===== config.mk =====
export PLATFORM = sky130hd
export DESIGN_NAME = transmitter
export DESIGN_NICKNAME = d
export VERILOG_FILES = /design/src/rtl/transmitter.sv
export SDC_FILE = /design/constraint.sdc
export NUM_CORES = 2
export LEC_CHECK = 0
export ABC_AREA = 1
export CAP_MARGIN = 10
export CORE_AREA = 2 2 325 327
export DETAILED_ROUTE_END_ITERATION = 12
export DIE_AREA = 0 0 327 329
export SLEW_MARGIN = 20
export SYNTH_ARGS = -nofsm -noshare
export SYNTH_HDL_FRONTEND = slang
export SYNTH_SLANG_ARGS = --single-unit

===== constraint.sdc =====
create_clock -name CK_in -period 4 [get_ports CK_in]
set_input_delay 1 -clock CK_in [delete_from_list [all_inputs] [get_ports CK_in]]
set_output_delay 1 -clock CK_in [all_outputs]
set_load 0.02 [all_outputs]

===== src/rtl/transmitter.sv =====
// Slow-control frame serializer: loads an 829-bit configuration word and shifts it out LSB first on a CK_in/2 clock.
// Optional macro TRANSMITTER_RSTN_PULSE_EN inserts a 4-cycle active-low RSTn_SC pulse before each frame.
module transmitter #(
    parameter int FRAME_LEN = 829
) (
    input  logic          CK_in,
    input  logic          rst,
    input  logic          state,
    input  logic          ON_OFF_otabg,
    input  logic          ON_OFF_dac,
    input  logic          small_dac,
    input  logic [9:0]    DAC2,
    input  logic [9:0]    DAC1,
    input  logic          enb_outADC,
    input  logic          inv_startCmptGray,
    input  logic          ramp_8bit,
    input  logic          ramp_10bit,
    input  logic [127:0]  mask_OR_ch,
    input  logic          cmd_CK_mux,
    input  logic          d1_d2,
    input  logic          inv_discriADC,
    input  logic          polar_discri,
    input  logic          Enb_tristate,
    input  logic          valid_dc_fsb2,
    input  logic          sw_fsb2_50f,
    input  logic          sw_fsb2_100f,
    input  logic          sw_fsb2_100k,
    input  logic          sw_fsb2_50k,
    input  logic          valid_dc_fs,
    input  logic          cmd_fsb_fsu,
    input  logic          sw_fsb1_50f,
    input  logic          sw_fsb1_100f,
    input  logic          sw_fsb1_100k,
    input  logic          sw_fsb1_50k,
    input  logic          sw_fsu_100k,
    input  logic          sw_fsu_50k,
    input  logic          sw_fsu_25k,
    input  logic          sw_fsu_40f,
    input  logic          sw_fsu_20f,
    input  logic          H1H2_choice,
    input  logic          EN_ADC,
    input  logic          sw_ss_1200f,
    input  logic          sw_ss_600f,
    input  logic          sw_ss_300f,
    input  logic          ON_OFF_ss,
    input  logic          swb_buf_2p,
    input  logic          swb_buf_1p,
    input  logic          swb_buf_500f,
    input  logic          swb_buf_250f,
    input  logic          cmd_fsb,
    input  logic          cmd_ss,
    input  logic          cmd_fsu,
    input  logic [575:0]  GAIN,
    input  logic [63:0]   Ctest_ch,
    output logic          D_SC,
    output logic          RSTn_SC,
    output logic          CK_SC
);

    localparam int CNT_W = $clog2(FRAME_LEN);
    localparam logic [CNT_W-1:0] LAST_BIT = CNT_W'(FRAME_LEN - 1);

    typedef enum logic [1:0] {
        IDLE      = 2'd0,
        RST_PULSE = 2'd1,
        SHIFT     = 2'd2,
        DONE      = 2'd3
    } fsm_t;

    fsm_t                 fsm_reg, fsm_next;
    logic [FRAME_LEN-1:0] shift_reg, shift_next, shift_right;
    logic [CNT_W-1:0]     cnt_reg, cnt_next;
    logic                 d_sc_reg, d_sc_next;
    logic                 ck_sc_reg, ck_sc_next;
    logic                 rstn_reg, rstn_next;
    logic [FRAME_LEN-1:0] frame_word;
`ifdef TRANSMITTER_RSTN_PULSE_EN
    logic [1:0]           pulse_reg, pulse_next;
`endif

    // Global-config block: cmd_CK_mux lands at the lowest bit, cmd_fsu at the highest.
    assign frame_word = {
        Ctest_ch,
        GAIN,
        cmd_fsu, cmd_ss, cmd_fsb, swb_buf_250f, swb_buf_500f, swb_buf_1p, swb_buf_2p,
        ON_OFF_ss, sw_ss_300f, sw_ss_600f, sw_ss_1200f, EN_ADC, H1H2_choice,
        sw_fsu_20f, sw_fsu_40f, sw_fsu_25k, sw_fsu_50k, sw_fsu_100k,
        sw_fsb1_50k, sw_fsb1_100k, sw_fsb1_100f, sw_fsb1_50f, cmd_fsb_fsu, valid_dc_fs,
        sw_fsb2_50k, sw_fsb2_100k, sw_fsb2_100f, sw_fsb2_50f, valid_dc_fsb2,
        Enb_tristate, polar_discri, inv_discriADC, d1_d2, cmd_CK_mux,
        mask_OR_ch,
        ramp_10bit, ramp_8bit, inv_startCmptGray, enb_outADC,
        DAC1,
        DAC2,
        small_dac, ON_OFF_dac, ON_OFF_otabg
    };

    genvar gi;
    generate
        for (gi = 0; gi < FRAME_LEN - 1; gi++) begin : g_shift
            assign shift_right[gi] = shift_reg[gi+1];
        end
    endgenerate
    assign shift_right[FRAME_LEN-1] = 1'b0;

    always_ff @(posedge CK_in) begin
        if (rst) begin
            fsm_reg <= IDLE;
        end else begin
            fsm_reg <= fsm_next;
        end
    end

    always_comb begin
        fsm_next = fsm_reg;
        case (fsm_reg)
            IDLE: begin
                if (!state) begin
`ifdef TRANSMITTER_RSTN_PULSE_EN
                    fsm_next = RST_PULSE;
`else
                    fsm_next = SHIFT;
`endif
                end
            end
`ifdef TRANSMITTER_RSTN_PULSE_EN
            RST_PULSE: begin
                if (state) begin
                    fsm_next = IDLE;
                end else if (pulse_reg == 2'd3) begin
                    fsm_next = SHIFT;
                end
            end
`endif
            SHIFT: begin
                if (state) begin
                    fsm_next = IDLE;
                end else if (ck_sc_reg && (cnt_reg == LAST_BIT)) begin
                    fsm_next = DONE;
                end
            end
            DONE: begin
                if (state) begin
                    fsm_next = IDLE;
                end
            end
            default: fsm_next = IDLE;
        endcase
    end

    // Outputs are computed one cycle ahead and registered so D_SC/CK_SC/RSTn_SC are glitch-free.
    always_comb begin
        shift_next = shift_reg;
        cnt_next   = cnt_reg;
        d_sc_next  = 1'b0;
        ck_sc_next = 1'b0;
        rstn_next  = 1'b1;
`ifdef TRANSMITTER_RSTN_PULSE_EN
        pulse_next = pulse_reg;
`endif
        case (fsm_reg)
            IDLE: begin
                cnt_next = '0;
`ifdef TRANSMITTER_RSTN_PULSE_EN
                pulse_next = 2'd0;
`endif
                if (state) begin
                    shift_next = frame_word;
                end else begin
`ifdef TRANSMITTER_RSTN_PULSE_EN
                    rstn_next = 1'b0;
`else
                    d_sc_next = shift_reg[0];
`endif
                end
            end
`ifdef TRANSMITTER_RSTN_PULSE_EN
            RST_PULSE: begin
                if (!state) begin
                    if (pulse_reg == 2'd3) begin
                        d_sc_next = shift_reg[0];
                    end else begin
                        rstn_next  = 1'b0;
                        pulse_next = pulse_reg + 2'd1;
                    end
                end
            end
`endif
            SHIFT: begin
                if (!state) begin
                    if (!ck_sc_reg) begin
                        ck_sc_next = 1'b1;
                        d_sc_next  = d_sc_reg;
                    end else if (cnt_reg != LAST_BIT) begin
                        // Data advances only on the falling edge so it is stable across each rise.
                        shift_next = shift_right;
                        cnt_next   = cnt_reg + 1'b1;
                        d_sc_next  = shift_reg[1];
                    end
                end
            end
            default: ;
        endcase
    end

    always_ff @(posedge CK_in) begin
        if (rst) begin
            shift_reg <= '0;
            cnt_reg   <= '0;
            d_sc_reg  <= 1'b0;
            ck_sc_reg <= 1'b0;
            rstn_reg  <= 1'b0;
`ifdef TRANSMITTER_RSTN_PULSE_EN
            pulse_reg <= 2'd0;
`endif
        end else begin
            shift_reg <= shift_next;
            cnt_reg   <= cnt_next;
            d_sc_reg  <= d_sc_next;
            ck_sc_reg <= ck_sc_next;
            rstn_reg  <= rstn_next;
`ifdef TRANSMITTER_RSTN_PULSE_EN
            pulse_reg <= pulse_next;
`endif
        end
    end

    assign D_SC    = d_sc_reg;
    assign CK_SC   = ck_sc_reg;
    assign RSTn_SC = rstn_reg;

endmodule


==> impl_metrics.prom <==
# TYPE chip_impl_metric gauge
chip_impl_metric{name="clock_skew",unit="ns"} 0.02539
chip_impl_metric{name="pre_cts_ws",unit="ns"} 0.8153
chip_impl_info{name="endpoint_kind",value="primary output"} 1
chip_impl_metric{name="areaGrowthSynthToFinish",unit="%"} 29.65
chip_impl_metric{name="core-area",unit="mm2"} 0.1044
chip_impl_metric{name="setup_viol_count_final",unit=""} 0
chip_impl_metric{name="fin_area",unit="mm2"} 0.05279
chip_impl_info{name="critPathLaunchType",value="flop"} 1
chip_impl_metric{name="cts.clk_slew.worst_paths",unit="ns"} 0.06
chip_impl_metric{name="start_util",unit="%"} 39.01
chip_impl_metric{name="fin_tns_setup",unit="ns"} 0
chip_impl_metric{name="max_freq",unit="MHz"} 358.0
chip_impl_metric{name="last_weighted_congestion_value_of_the_routability_driven_placer",unit=""} 0.8439
chip_impl_metric{name="cts_hold_repair_buffers",unit=""} 0
chip_impl_metric{name="synth_seq_cells",unit=""} 844
chip_impl_metric{name="worst-path-buf-inv",unit=""} 1
chip_impl_metric{name="post_drt_via_cell_ratio",unit=""} 5.096
chip_impl_metric{name="nets",unit=""} 7771
chip_impl_metric{name="yosysSeqAreaShare",unit="%"} 41.50
chip_impl_metric{name="worstMarginPinSlew",unit="ns"} 1.155
chip_impl_info{name="clock-root-buffer",value="sky130_fd_sc_hd__clkbuf_16"} 1
chip_impl_metric{name="place_area",unit="mm2"} 0.04952
chip_impl_metric{name="post_drt_wl_per_cell",unit="um"} 16.94
chip_impl_metric{name="intPower",unit="mW"} 15.85
chip_impl_metric{name="io_buffers",unit=""} 834
chip_impl_metric{name="cell_area_after_synthesis",unit="mm2"} 0.04071
chip_impl_metric{name="final_core_util",unit="%"} 50.57
chip_impl_metric{name="critical_path_depth",unit=""} 1
chip_impl_metric{name="detail_route.wirelength",unit="mm"} 143.1
chip_impl_metric{name="grt_overflow",unit=""} 0
chip_impl_info{name="path_class",value="reg2out"} 1
chip_impl_metric{name="seqCellArea",unit="mm2"} 0.01690
chip_impl_metric{name="synthCells",unit=""} 6461
chip_impl_metric{name="cts_max_path_buffers",unit=""} 3
chip_impl_metric{name="maxCapViolCount",unit=""} 0
chip_impl_metric{name="drc_errors",unit=""} 0
chip_impl_metric{name="boundaryPins",unit=""} 835
chip_impl_metric{name="final_layout_size_suffix_gt1_share",unit="%"} 3.565
chip_impl_metric{name="min_period",unit="ns"} 2.793
chip_impl_metric{name="clock_power_share",unit="%"} 41.4
chip_impl_metric{name="powerDensity",unit="mW/mm2"} 410.9
chip_impl_info{name="cts_tree",value="done"} 1
chip_impl_info{name="worst_path_dominant_cell_family",value="buffers and inverters"} 1
chip_impl_metric{name="warnings_from_yosys",unit=""} 0
chip_impl_metric{name="crit_required",unit="ns"} 3.00
chip_impl_info{name="min_from",value="shift_reg[541]$_SDFFE_PP0P_"} 1
chip_impl_metric{name="irDropWorstVdd",unit="V"} 0.0002765
chip_impl_metric{name="grt_max_degree",unit=""} 190
chip_impl_metric{name="cts_htree_levels",unit=""} 3
chip_impl_metric{name="hold_path_depth",unit=""} 2
chip_impl_metric{name="place_hpwl",unit="mm"} 91.73
chip_impl_info{name="min-delay-path-class",value="reg2reg"} 1
chip_impl_metric{name="cts_repair_resize_count",unit=""} 0
chip_impl_metric{name="number_of_global_route_vias_before_repair",unit=""} 39590
chip_impl_metric{name="syn_nets",unit=""} 7295
chip_impl_metric{name="slew_headroom",unit="%"} 23.02
chip_impl_metric{name="n_fill_cell",unit=""} 10660
chip_impl_metric{name="hold_violations",unit=""} 0
chip_impl_metric{name="vias",unit=""} 43030
chip_impl_metric{name="net-switching-power",unit="mW"} 5.844
chip_impl_info{name="worstPathCellList",value="clkdlybuf4s50_1"} 1
chip_impl_metric{name="timing.final.crit_share",unit="%"} 69.82
chip_impl_metric{name="worst_r2r_path_depth",unit=""} 7
chip_impl_info{name="rsz0062_at_grt",value="false"} 1
chip_impl_metric{name="share_comb_of_total_power",unit="%"} 16.1
chip_impl_metric{name="switching_share",unit="%"} 26.94
chip_impl_metric{name="dieHeight",unit="um"} 329
chip_impl_metric{name="die_width",unit="um"} 327
chip_impl_metric{name="cts_inserted_buffers",unit=""} 95
chip_impl_metric{name="initialDrtViolationCount",unit=""} 4245
chip_impl_metric{name="area_of_the_multi_input_gates",unit="mm2"} 0.02115
chip_impl_info{name="slowest_stage",value="sky130_fd_sc_hd__clkdlybuf4s50_1"} 1
chip_impl_metric{name="post_cts_buffers",unit=""} 0
chip_impl_metric{name="largest_register_ffs",unit=""} 829
chip_impl_metric{name="synth_cell_type_count",unit=""} 23
chip_impl_metric{name="layout_setup_ws",unit="ns"} 1.207
chip_impl_metric{name="power.static_leakage",unit="nW"} 22.55
chip_impl_info{name="status",value="complete, no violations"} 1
chip_impl_metric{name="number_of_routed_nets_with_antenna_violations",unit=""} 0
chip_impl_metric{name="clock_latency",unit="ns"} 0.66
chip_impl_metric{name="register_to_register_setup_slack",unit="ns"} 1.56
chip_impl_info{name="critical_path.reg2reg.startpoint",value="fsm_reg[1]$_SDFFE_PP0P_"} 1
chip_impl_metric{name="per_instance_average_area_after_synthesis",unit="um2"} 6.302
chip_impl_metric{name="design.die.area",unit="mm2"} 0.1076
chip_impl_metric{name="rows",unit=""} 119
chip_impl_metric{name="grt_antenna_before_repair",unit=""} 51
chip_impl_metric{name="report.final.slew_viol_count",unit=""} 0
chip_impl_metric{name="slowest_delay",unit="ns"} 0.67
chip_impl_metric{name="arrival",unit="ns"} 1.79
chip_impl_metric{name="grt.total_usage",unit="%"} 25.05
chip_impl_info{name="hold_path_end",value="shift_reg[541]$_SDFFE_PP0P_"} 1
chip_impl_info{name="regToRegEndpoint",value="shift_reg[780]$_SDFFE_PP0P_"} 1
chip_impl_metric{name="cts.sinks",unit=""} 844
chip_impl_metric{name="first_pass_grt_wire_length",unit="mm"} 219.5
chip_impl_metric{name="timing.critical_path.fanout_max",unit=""} 2
chip_impl_metric{name="drt_pass_1_iters",unit=""} 5
chip_impl_metric{name="part_of_the_total_power_dissipated_in_sequential_elements",unit="%"} 42.5
## synthesized netlist by cell type
cell type	n	area share, %
sky130_fd_sc_hd__o21ai_0	3	0.037
sky130_fd_sc_hd__inv_1	18	0.17
sky130_fd_sc_hd__nand2_4	2	0.055
sky130_fd_sc_hd__clkbuf_4	2	0.037
sky130_fd_sc_hd__xor2_1	2	0.043
sky130_fd_sc_hd__clkbuf_1	248	2.3
sky130_fd_sc_hd__dfxtp_1	844	41
sky130_fd_sc_hd__nor3_1	2	0.025
sky130_fd_sc_hd__nand3_1	842	10
sky130_fd_sc_hd__nand2_1	3335	31
sky130_fd_sc_hd__nand3_2	1	0.025
sky130_fd_sc_hd__inv_2	1	0.0092
sky130_fd_sc_hd__nor2_1	13	0.12
sky130_fd_sc_hd__nand4_1	1	0.015
sky130_fd_sc_hd__a31oi_1	1	0.015
sky130_fd_sc_hd__a21oi_1	840	10
sky130_fd_sc_hd__buf_6	6	0.17
sky130_fd_sc_hd__nor2_2	1	0.015
sky130_fd_sc_hd__buf_4	68	1.3
sky130_fd_sc_hd__ha_1	2	0.061
sky130_fd_sc_hd__buf_1	34	0.31
sky130_fd_sc_hd__buf_2	194	2.4
sky130_fd_sc_hd__nand2_8	1	0.049
## how the worst max path moves through the flow
stage	from	to	slack (ns)
final	CK_SC$_SDFF_PP0_	CK_SC	1.21
after global routing	CK_SC$_SDFF_PP0_	CK_SC	1.19
after CTS	CK_SC$_SDFF_PP0_	CK_SC	1.17
after detailed placement	state	shift_reg[10]$_SDFFE_PP0P_	0.82
after global placement	state	shift_reg[815]$_SDFFE_PP0P_	0.84
after floorplan	rst	shift_reg[605]$_SDFFE_PP0P_	1.79
## per-stage QoR
stage                     total power [mW]  instances  hold WS [ns]
final                                21.69       8443        0.4587
after global routing                 22.64       8438        0.4699
after CTS                            21.88       8404        0.4594
after detailed placement             12.88       8231        0.4505
after global placement               12.86       8231        0.4468
after floorplan                      11.38       6461        0.4392
## layer usage
| layer | vias up | global-route usage, % | part of all wire [%] |
|---|---|---|---|
| li1 | 21660 | - | - |
| met1 | 19820 | 32.28 | 42 |
| met2 | 1273 | 40.61 | 47 |
| met3 | 252 | 4.179 | 6.1 |
| met4 | 28 | 12.54 | 4.0 |
| met5 | - | 0 | 0.12 |
## power groups by stage
stage	clock, mW	combinational [mW]	sequential, mW
3_3_place_gp	0	3.47	9.39
3_5_place_dp	0	3.49	9.40
6_report	8.98	3.49	9.23
5_1_grt	9.49	3.86	9.28
4_1_cts	9.16	3.50	9.22
2_1_floorplan	0	2.04	9.34
## kinds of logic after synthesis
| kind of cell | Yosys count | share of synthesized area [%] |
|---|---|---|
| AO/OA/AOI/OAI | 844 | 10.38 |
| XOR/XNOR | 2 | 0.04303 |
| adder cells (fa/ha/maj) | 2 | 0.06145 |
| buffers and inverters | 571 | 6.616 |
| flip-flops | 844 | 41.50 |
| AND/OR/NAND/NOR | 4198 | 41.40 |
## cell usage in the layout (no fill, tap or decap), types with 19 or more instances in the layout
cell and instances:
sky130_fd_sc_hd__clkdlybuf4s50_1 833, sky130_fd_sc_hd__diode_2 39, sky130_fd_sc_hd__dfxtp_1 844, sky130_fd_sc_hd__buf_12 46, sky130_fd_sc_hd__clkbuf_8 19, sky130_fd_sc_hd__clkbuf_1 29
sky130_fd_sc_hd__nand2_1 3335, sky130_fd_sc_hd__a21oi_1 840, sky130_fd_sc_hd__buf_4 51, sky130_fd_sc_hd__nand3_1 842, sky130_fd_sc_hd__clkbuf_16 99
## area by class of cell
cell class              count  area share [%]
diodes                     39          0.1849
clock buffers             147           5.395
clock inverters            26          0.6044
inverters                  19          0.1493
multi-input cells        5046           40.07
flip-flops and latches    844           32.01
well taps                1391           3.297
repair buffers            931           18.29
Note: power is estimated with default switching activity, not from simulation.
